[config.mk]
export PLATFORM = sky130hd
export DESIGN_NAME = key_sw_io_responder
export DESIGN_NICKNAME = d
export VERILOG_FILES = /design/src/rtl/key_sw_io_responder.sv
export SDC_FILE = /design/constraint.sdc
export NUM_CORES = 1
export LEC_CHECK = 0
export ABC_AREA = 1
export CELL_PAD_IN_SITES_DETAIL_PLACEMENT = 1
export CELL_PAD_IN_SITES_GLOBAL_PLACEMENT = 1
export CORE_MARGIN = 8
export CORE_UTILIZATION = 30
export DETAILED_ROUTE_END_ITERATION = 12
export HOLD_SLACK_MARGIN = 0.02
export PLACE_DENSITY = 0.68
export RECOVER_POWER = 25
export SLEW_MARGIN = 20
export SYNTH_ARGS = -nofsm -noshare
export SYNTH_HDL_FRONTEND = slang
export SYNTH_SLANG_ARGS = --single-unit
[constraint.sdc]
create_clock -name clk -period 5.05 [get_ports clk]
set_input_delay 1.515 -clock clk [delete_from_list [all_inputs] [get_ports clk]]
set_output_delay 1.515 -clock clk [all_outputs]
set_load 0.02 [all_outputs]
[src/rtl/key_sw_io_responder.sv]
// key_sw_io_responder: CPU-visible KEY/SW input registers.
// Synchronizes the pins and debounces the switches.
// Provides data and control/status registers with ready/overrun flags and an irq line.
module key_sw_io_responder #(
  parameter int unsigned      DBITS           = 32,
  parameter int unsigned      KEY_BITS        = 4,
  parameter int unsigned      SW_BITS         = 10,
  parameter int unsigned      DEBOUNCE_CYCLES = 100000,
  parameter logic [DBITS-1:0] ADDR_KDATA      = DBITS'(32'hF0000010),
  parameter logic [DBITS-1:0] ADDR_SDATA      = DBITS'(32'hF0000014),
  parameter logic [DBITS-1:0] ADDR_KCTRL      = DBITS'(32'hF0000110),
  parameter logic [DBITS-1:0] ADDR_SCTRL      = DBITS'(32'hF0000114)
) (
  input  logic                clk,
  input  logic                reset,
  input  logic [DBITS-1:0]    addr,
  input  logic                rd_en,
  input  logic                wr_en,
  input  logic [DBITS-1:0]    wr_data,
  output logic [DBITS-1:0]    rd_data,
  output logic                rd_hit,
  input  logic [KEY_BITS-1:0] key_in,
  input  logic [SW_BITS-1:0]  sw_in,
  output logic                irq
);

  localparam int unsigned     CntW   = (DEBOUNCE_CYCLES > 2) ? $clog2(DEBOUNCE_CYCLES) : 1;
  localparam logic [CntW-1:0] CntMax = CntW'(DEBOUNCE_CYCLES - 1);

  // Synchronizers; key flops hold the inverted pin so that reset (0) means "not pressed".
  logic [KEY_BITS-1:0] key_meta_q, key_s_q;
  logic [SW_BITS-1:0]  sw_meta_q, sw_s_q;

  logic [KEY_BITS-1:0] kdata_q;
  logic [SW_BITS-1:0]  sdata_q, cand_q;
  logic [CntW-1:0]     cnt_q;

  logic kready_q, kovr_q, kie_q;
  logic sready_q, sovr_q, sie_q;
  logic kready_d, kovr_d, kie_d;
  logic sready_d, sovr_d, sie_d;

  logic sel_kdata, sel_sdata, sel_kctrl, sel_sctrl;
  logic rd_kdata, rd_sdata, wr_kctrl, wr_sctrl;
  logic key_evt, sw_commit;

  logic unused_wr;
  assign unused_wr = ^{wr_data[DBITS-1:9], wr_data[7:3], wr_data[1:0]};

  assign sel_kdata = (addr == ADDR_KDATA);
  assign sel_sdata = (addr == ADDR_SDATA);
  assign sel_kctrl = (addr == ADDR_KCTRL);
  assign sel_sctrl = (addr == ADDR_SCTRL);

  assign rd_kdata = rd_en & sel_kdata;
  assign rd_sdata = rd_en & sel_sdata;
  assign wr_kctrl = wr_en & sel_kctrl;
  assign wr_sctrl = wr_en & sel_sctrl;

  assign key_evt   = (key_s_q != kdata_q);
  // Commit only once the candidate has been stable for the full window and differs from sdata.
  assign sw_commit = (sw_s_q == cand_q) && (cnt_q == CntMax) && (cand_q != sdata_q);

  // Two-flop synchronizers for all pins.
  always_ff @(posedge clk or negedge reset) begin
    if (!reset) begin
      key_meta_q <= '0;
      key_s_q    <= '0;
      sw_meta_q  <= '0;
      sw_s_q     <= '0;
    end else begin
      key_meta_q <= ~key_in;
      key_s_q    <= key_meta_q;
      sw_meta_q  <= sw_in;
      sw_s_q     <= sw_meta_q;
    end
  end

  // Key data follows the synchronized pins every cycle.
  always_ff @(posedge clk or negedge reset) begin
    if (!reset) begin
      kdata_q <= '0;
    end else begin
      kdata_q <= key_s_q;
    end
  end

  // Switch debounce: any difference from the candidate restarts the shared counter.
  always_ff @(posedge clk or negedge reset) begin
    if (!reset) begin
      cand_q  <= '0;
      cnt_q   <= '0;
      sdata_q <= '0;
    end else begin
      if (sw_s_q != cand_q) begin
        cand_q <= sw_s_q;
        cnt_q  <= '0;
      end else if (cnt_q != CntMax) begin
        cnt_q <= cnt_q + CntW'(1);
      end
      if (sw_commit) begin
        sdata_q <= cand_q;
      end
    end
  end

  // Status next state: a new event beats a data read (ready) and beats an ovr clear.
  always_comb begin
    kready_d = kready_q;
    kovr_d   = kovr_q;
    kie_d    = kie_q;
    sready_d = sready_q;
    sovr_d   = sovr_q;
    sie_d    = sie_q;

    if (wr_kctrl) begin
      kie_d = wr_data[8];
      if (!wr_data[2]) kovr_d = 1'b0;
    end
    if (rd_kdata) kready_d = 1'b0;
    if (key_evt) begin
      kready_d = 1'b1;
      // A simultaneous read consumed the previous value, so it was not overrun.
      if (kready_q && !rd_kdata) kovr_d = 1'b1;
    end

    if (wr_sctrl) begin
      sie_d = wr_data[8];
      if (!wr_data[2]) sovr_d = 1'b0;
    end
    if (rd_sdata) sready_d = 1'b0;
    if (sw_commit) begin
      sready_d = 1'b1;
      if (sready_q && !rd_sdata) sovr_d = 1'b1;
    end
  end

  // Status registers.
  always_ff @(posedge clk or negedge reset) begin
    if (!reset) begin
      kready_q <= 1'b0;
      kovr_q   <= 1'b0;
      kie_q    <= 1'b0;
      sready_q <= 1'b0;
      sovr_q   <= 1'b0;
      sie_q    <= 1'b0;
    end else begin
      kready_q <= kready_d;
      kovr_q   <= kovr_d;
      kie_q    <= kie_d;
      sready_q <= sready_d;
      sovr_q   <= sovr_d;
      sie_q    <= sie_d;
    end
  end

  // Load mux; forced to zero while reset is asserted.
  always_comb begin
    rd_data = '0;
    rd_hit  = 1'b0;
    if (rd_en && reset) begin
      rd_hit = sel_kdata | sel_sdata | sel_kctrl | sel_sctrl;
      if (sel_kdata) begin
        rd_data[KEY_BITS-1:0] = kdata_q;
      end else if (sel_sdata) begin
        rd_data[SW_BITS-1:0] = sdata_q;
      end else if (sel_kctrl) begin
        rd_data[8] = kie_q;
        rd_data[2] = kovr_q;
        rd_data[0] = kready_q;
      end else if (sel_sctrl) begin
        rd_data[8] = sie_q;
        rd_data[2] = sovr_q;
        rd_data[0] = sready_q;
      end
    end
  end

  assign irq = (kready_q & kie_q) | (sready_q & sie_q);

endmodule

==> results.py, run 1 <==
metrics = {
    "worst_setup_path": {
        "r2r_slack_ps": 1730,
        "end_kind": "output port",
        "path_class": "primary input to output port",
        "critPathMaxFanout": 7,
        "crit_path_start_kind": "primary input",
        "worstRegToRegCells": 7,
        "crit_required_ps": 3540,
        "worstPathArrival_ps": 3350,
        "r2r-end": "sdata_q[4]",
        "r2r_start": "cand_q[7]",
    },
    "final_layout": {
        "fillers": 1526,
        "register_area_mm2": 0.00188,
        "diodes": 0,
        "multi_input_area_mm2": 0.00158,
        "final_nets": 608,
        "finish.utilization_pct": 39.0,
        "syn2layout_area_growth_pct": 28.1,
        "fin_cells": 702,
        "drive_gt1_share_pct": 15.7,
        "final_area_mm2": 0.00491,
    },
    "sta": {
        "setup_viol": 0,
        "max_slew_margin_pct": -33.8,
        "period_needed_ps": 4860,
        "hold_viol_final": 0,
        "slew_violations": 26,
        "fin_crit_sh_pct": 96.3,
        "worstMarginPinSlew_ps": 2000,
        "rsz0062_at_grt": "no",
        "finClkSkew_ps": 8.16,
        "max_freq_mhz": 206,
    },
    "outcome": {
        "status": "complete, but fails checks",
        "violations": "capacitance limit, slew limit",
    },
    "grt": {
        "grt_pass1_wl_mm": 16.5,
        "grt_max_degree": 76,
        "antenna_found_initial": 0,
        "grt-ovfl-total": 0,
        "grt_pass1_vias": 3388,
        "grt.total_usage_pct": 12.4,
    },
    "die": {
        "initial_utilization_pct": 30.5,
        "die_w_um": 129,
        "row_count": 41,
        "die-area_mm2": 0.0166,
        "core_region_area_mm2": 0.0126,
        "pin_count": 116,
        "fp.dieH_um": 129,
    },
    "clocking": {
        "htreeDepth": 3,
        "clk_pin_slew_worst_paths_ps": 60,
        "cts_tree": "done",
        "clock-root-buffer": "clkbuf_16",
        "cts.sinks": 75,
        "clk_latency_ps": 330,
        "cts_buffer_depth": 2,
        "numCtsBuffers": 9,
        "post-cts-setup-buffer-count": 0,
    },
    "detailed_routing": {
        "post_drt_wl_per_cell_um": 13.8,
        "ant_nets": 0,
        "via_per_inst": 4.42,
        "post-route-drc-count": 0,
        "via_count": 3105,
        "wl_mm": 9.69,
        "drtIter0Drc": 91,
        "firstDrtPassIters": 4,
    },
    "placed_design": {
        "numPortBuffers": 63,
        "gp_congestion": 0.820,
        "dp.final_hpwl_mm": 7.46,
        "placed_area_mm2": 0.00465,
        "dp.cells": 686,
    },
    "logic_synthesis": {
        "async_flop_share_pct": 100,
        "syn_area_mm2": 0.00383,
        "synth_edf_count": 0,
        "synthDistinctLibCells": 39,
        "syn-instance-count": 448,
        "synth_area_leaders": "dfrtp_1 (49%), nand2_1 (9.1%), nor2_1 (6.0%)",
        "synth-main-ff-cell": "dfrtp_1",
        "yosysMostFrequentCell": "nand2_1",
        "yosysSeqAreaShare_pct": 49.0,
        "synth-seq-cells": 75,
        "yosysTopAreaCell": "dfrtp_1",
        "synth_top_area_share_pct": 49.0,
        "yosys_warnings": 0,
        "syn_area_per_cell_um2": 8.55,
        "yosys-top-cells-count": "nand2_1 (93), dfrtp_1 (75), nor2_1 (61), inv_1 (47)",
    },
    "pwr": {
        "p_per_area_mw_per_mm2": 281,
        "ir_drop_v": 0.000123,
        "p_leak_uw": 0.00222,
    },
    "run": {
        "drv_cap": 1,
    },
    "hold_path": {
        "whs_path_depth": 0,
        "min_to": "sw_s_q[4]",
        "hp-class": "flop to flop",
        "min_from": "sw_meta_q[4]",
    },
}
## cells by family (layout without fill, tap and decap cells)
kind of cell | Yosys count | in the layout | share of synthesized area (%)
simple gates | 229 | 229 | 28.3
buf+inv | 87 | 148 | 11.7
flops | 75 | 75 | 49.0
compound gates | 37 | 37 | 6.53
xor+xnor | 18 | 18 | 4.11
fa+ha+maj | 1 | 1 | 0.327
other cells | 1 | 22 | 0.0979
## critical path, stage by stage
cell and delay [ps]:
clkdlybuf4s50_1 400, nor2_1 160, nand3_1 140, nor2_2 210
inv_2 60, nor2_4 90, nand2_2 120, nor3_1 290
dlygate4sd1_1 360
## final cells by class
class	count	share of cell area [%]
Clock buffer	10	4.67
Clock inverter	6	1.50
Inverter	50	3.82
Multi-Input combinational cell	307	32.2
Sequential cell	75	38.2
Tap cell	172	4.39
Timing Repair Buffer	82	15.2
## cells in the final DEF (no fill, tap or decap), types with 6 or more instances in the layout
cell type / n
a21oi_1: 10
buf_4: 19
clkbuf_16: 9
clkbuf_2: 6
clkdlybuf4s50_1: 41
conb_1: 22
dfrtp_1: 75
dlygate4sd3_1: 10
inv_1: 47
nand2_1: 92
nand2_2: 7
nand3_1: 18
nand4_1: 23
nor2_1: 60
nor2_2: 10
o21ai_0: 8
xnor2_1: 6
xor2_1: 12
## what timing repair did
action	4_1_cts	5_1_grt
gates resized for setup	11	18
hold buffers	0	0
cloned	0	0
endpoints found under the setup margin	11	10
## report_power, final
group	total, uW	switching [uW]	internal (uW)	leakage, uW
combinational	105	55.0	49.8	0.00114
clock	646	258	389	0.000141
sequential	630	11.8	618	0.000935
## registers in the layout (all words and copies together) (netlist names), 4 cells and up
register	cells
cand_q	10
key_s_q	4
sw_meta_q	10
sdata_q	10
kdata_q	4
cnt_q	17
sw_s_q	10
key_meta_q	4
## metal layers
layer,track usage [%],vias up,wire length [um]
met4,4.22,0,138
met5,0,-,0
met1,14.9,1492,4460
met2,21.0,68,4620
met3,3.19,10,474
li1,-,1535,-
## how the worst max path moves through the flow
| stage | slack, ps | cells past startpoint | startpoint | to |
|---|---|---|---|---|
| 2_1_floorplan | 790 | 7 | addr[5] | rd_data[5] |
| 3_3_place_gp | -170 | 10 | addr[29] | rd_data[5] |
| 3_5_place_dp | -210 | 13 | addr[30] | rd_data[8] |
| 4_1_cts | 60 | 13 | addr[30] | rd_data[8] |
| 5_1_grt | 30 | 9 | addr[5] | rd_data[3] |
| 6_report | 190 | 9 | addr[5] | rd_data[4] |
## per-stage QoR
step	setup WS (ps)	hold WS (ps)	total power, uW	setup TNS [ps]
6_report	185	340	1380	0
2_1_floorplan	794	331	695	0
3_5_place_dp	-213	336	749	-1610
4_1_cts	57.8	345	1410	0
5_1_grt	33.8	354	1440	0
3_3_place_gp	-170	335	745	-1320
No activity file was read; power rests on OpenSTA's default activity.
==> inputs of run 2 (changes only) <==
- CORE_MARGIN: 8 -> unset
==> results.py, run 2 (synthesis gave the netlist of run 1 again) <==
metrics = {
    "outcome": {
        "status": "complete, but fails checks",
        "violations": "capacitance limit, slew limit",
    },
    "die": {
        "die-area_mm2": 0.0132,
        "die_w_um": 115,
        "fp.dieH_um": 115,
        "initial_utilization_pct": 31.4,
        "core_region_area_mm2": 0.0122,
        "pin_count": 116,
        "row_count": 40,
    },
    "final_layout": {
        "drive_gt1_share_pct": 15.4,
        "final_nets": 611,
        "syn2layout_area_growth_pct": 29.5,
        "mostFrequentLayoutCells": "nand2_1 (92), dfrtp_1 (75), nor2_1 (60)",
        "diodes": 0,
        "largest_reg_flops": 17,
        "regMostFlops": "cnt_q",
        "final_common_cell": "nand2_1",
    },
    "grt": {
        "grt_pass1_vias": 3302,
        "grt.total_usage_pct": 15.0,
        "grt_max_degree": 76,
        "antenna_found_initial": 0,
        "grt-ovfl-total": 0,
        "grt_pass1_wl_mm": 15.5,
    },
    "sta": {
        "worstMarginPinSlew_ps": 1940,
        "period_needed_ps": 4900,
        "hold_viol_final": 0,
        "fin_crit_sh_pct": 97.1,
        "finClkSkew_ps": 8.79,
        "whs_ps": 343,
        "max_freq_mhz": 204,
        "slew_violations": 26,
        "setup_viol": 0,
        "max_slew_margin_pct": -30.0,
    },
    "detailed_routing": {
        "drtIter0Drc": 64,
        "via_per_inst": 4.52,
        "via_count": 3164,
        "post_drt_wl_per_cell_um": 13.5,
        "post-route-drc-count": 0,
        "firstDrtPassIters": 6,
        "wl_mm": 9.42,
        "ant_nets": 0,
    },
    "pwr": {
        "p_seq_share_pct": 44.5,
        "ir_drop_v": 0.000182,
        "p_switching_uw": 317,
        "power_frac_clock_pct": 48.1,
        "p_per_area_mw_per_mm2": 285,
        "total_power_uw": 1420,
        "p_int_uw": 1100,
        "p_leak_uw": 0.00225,
        "p_comb_share_pct": 7.4,
        "netSwitchingFraction_pct": 22.4,
    },
    "worst_setup_path": {
        "critPathMaxFanout": 7,
        "r2r_slack_ps": 1790,
        "path_cells": "clkdlybuf4s50_1, nand2_1, inv_1, nand2_1, nor2_2, nand2_2, nor2_4, nand2_2, nand2_1, nor2_1, a21oi_1, clkdlybuf4s15_2",
        "slowest_stage": "clkdlybuf4s50_1",
        "crit_path_start_kind": "primary input",
        "cpMostUsedCell": "nand2_1",
        "end_kind": "output port",
        "path_class": "primary input to output port",
        "max_stage_delay_ps": 490,
        "path_buf_inv": 3,
        "worstPathArrival_ps": 3390,
        "cp_top_family": "simple AND/OR/NAND/NOR gates",
        "crit_required_ps": 3540,
    },
    "run": {
        "drv_cap": 1,
    },
    "clocking": {
        "post-cts-setup-buffer-count": 0,
        "clk_pin_slew_worst_paths_ps": 60,
        "htreeDepth": 3,
        "numCtsBuffers": 9,
        "cts_tree": "done",
        "clk_latency_ps": 330,
        "cts.sinks": 75,
        "clock-root-buffer": "clkbuf_16",
        "cts_buffer_depth": 2,
    },
    "placed_design": {
        "gp_congestion": 0.740,
        "numPortBuffers": 63,
        "dp.final_hpwl_mm": 7.14,
    },
    "hold_path": {
        "hp-class": "flop to flop",
    },
}
==> run 2: worst register-to-register path, cell delays in order, from the launching register on <==
cell and delay, ps:
dfrtp_1 430, xor2_1 160, nor3_1 180, nand2_1 100, nor2_1 1440, nand3_2 580
nand2_1 190, nand2_1 70
==> run 2: final cells by class <==
cell class                      count  area (um^2)
Fill cell                        1490         7250
Sequential cell                    75         1880
Multi-Input combinational cell    307         1580
Timing Repair Buffer               85          788
Clock buffer                        9          225
Tap cell                          168          210
Inverter                           50          188
Clock inverter                      6         90.1
==> run 2: final timing paths <==
check,from,endpoint,cells after the start
max reg2reg,cand_q[7],sdata_q[4],7
min reg2reg,sw_meta_q[4],sw_s_q[4],0
max,addr[29],rd_data[0],12
max in group asynchronous,reset,sw_meta_q[4],2
min,sw_meta_q[4],sw_s_q[4],0
min in group asynchronous,reset,cnt_q[9],2
==> run 2: power groups by stage <==
stage,registers [uW],logic (uW),clock network [uW]
2_1_floorplan,638,57.1,0
3_3_place_gp,640,105,0
3_5_place_dp,642,108,0
4_1_cts,631,108,704
5_1_grt,632,117,728
6_report,630,104,682
==> run 2: layer usage <==
| layer | GRT usage [%] | vias up | share of wire (%) |
|---|---|---|---|
| li1 | - | 1531 | - |
| met1 | 17.8 | 1547 | 44 |
| met2 | 26.9 | 76 | 49 |
| met3 | 3.53 | 10 | 5.4 |
| met4 | 4.68 | 0 | 1.1 |
| met5 | 0 | - | 0 |
==> run 2: through the flow <==
| stage | std cells | setup WS (ps) | util [%] | cell area [um^2] | setup TNS [ps] |
|---|---|---|---|---|---|
| floorplan | 469 | 794 | - | 3910 | 0 |
| global placement | 685 | -208 | 38.2 | 4670 | -1620 |
| detailed placement | 685 | -302 | 38.2 | 4670 | -2270 |
| CTS | 700 | 20.1 | 40.8 | 4980 | 0 |
| global route | 700 | -19.8 | 40.6 | 4960 | -25.2 |
| finish | 700 | 148 | 40.6 | 4960 | 0 |
==> run 2: repair_timing <==
item | CTS | global route
hold buffers | 0 | 0
gates cloned | 0 | 0
hold endpoints to repair | 0 | 0
gates resized for setup | 15 | 8
setup endpoints to repair | 11 | 10
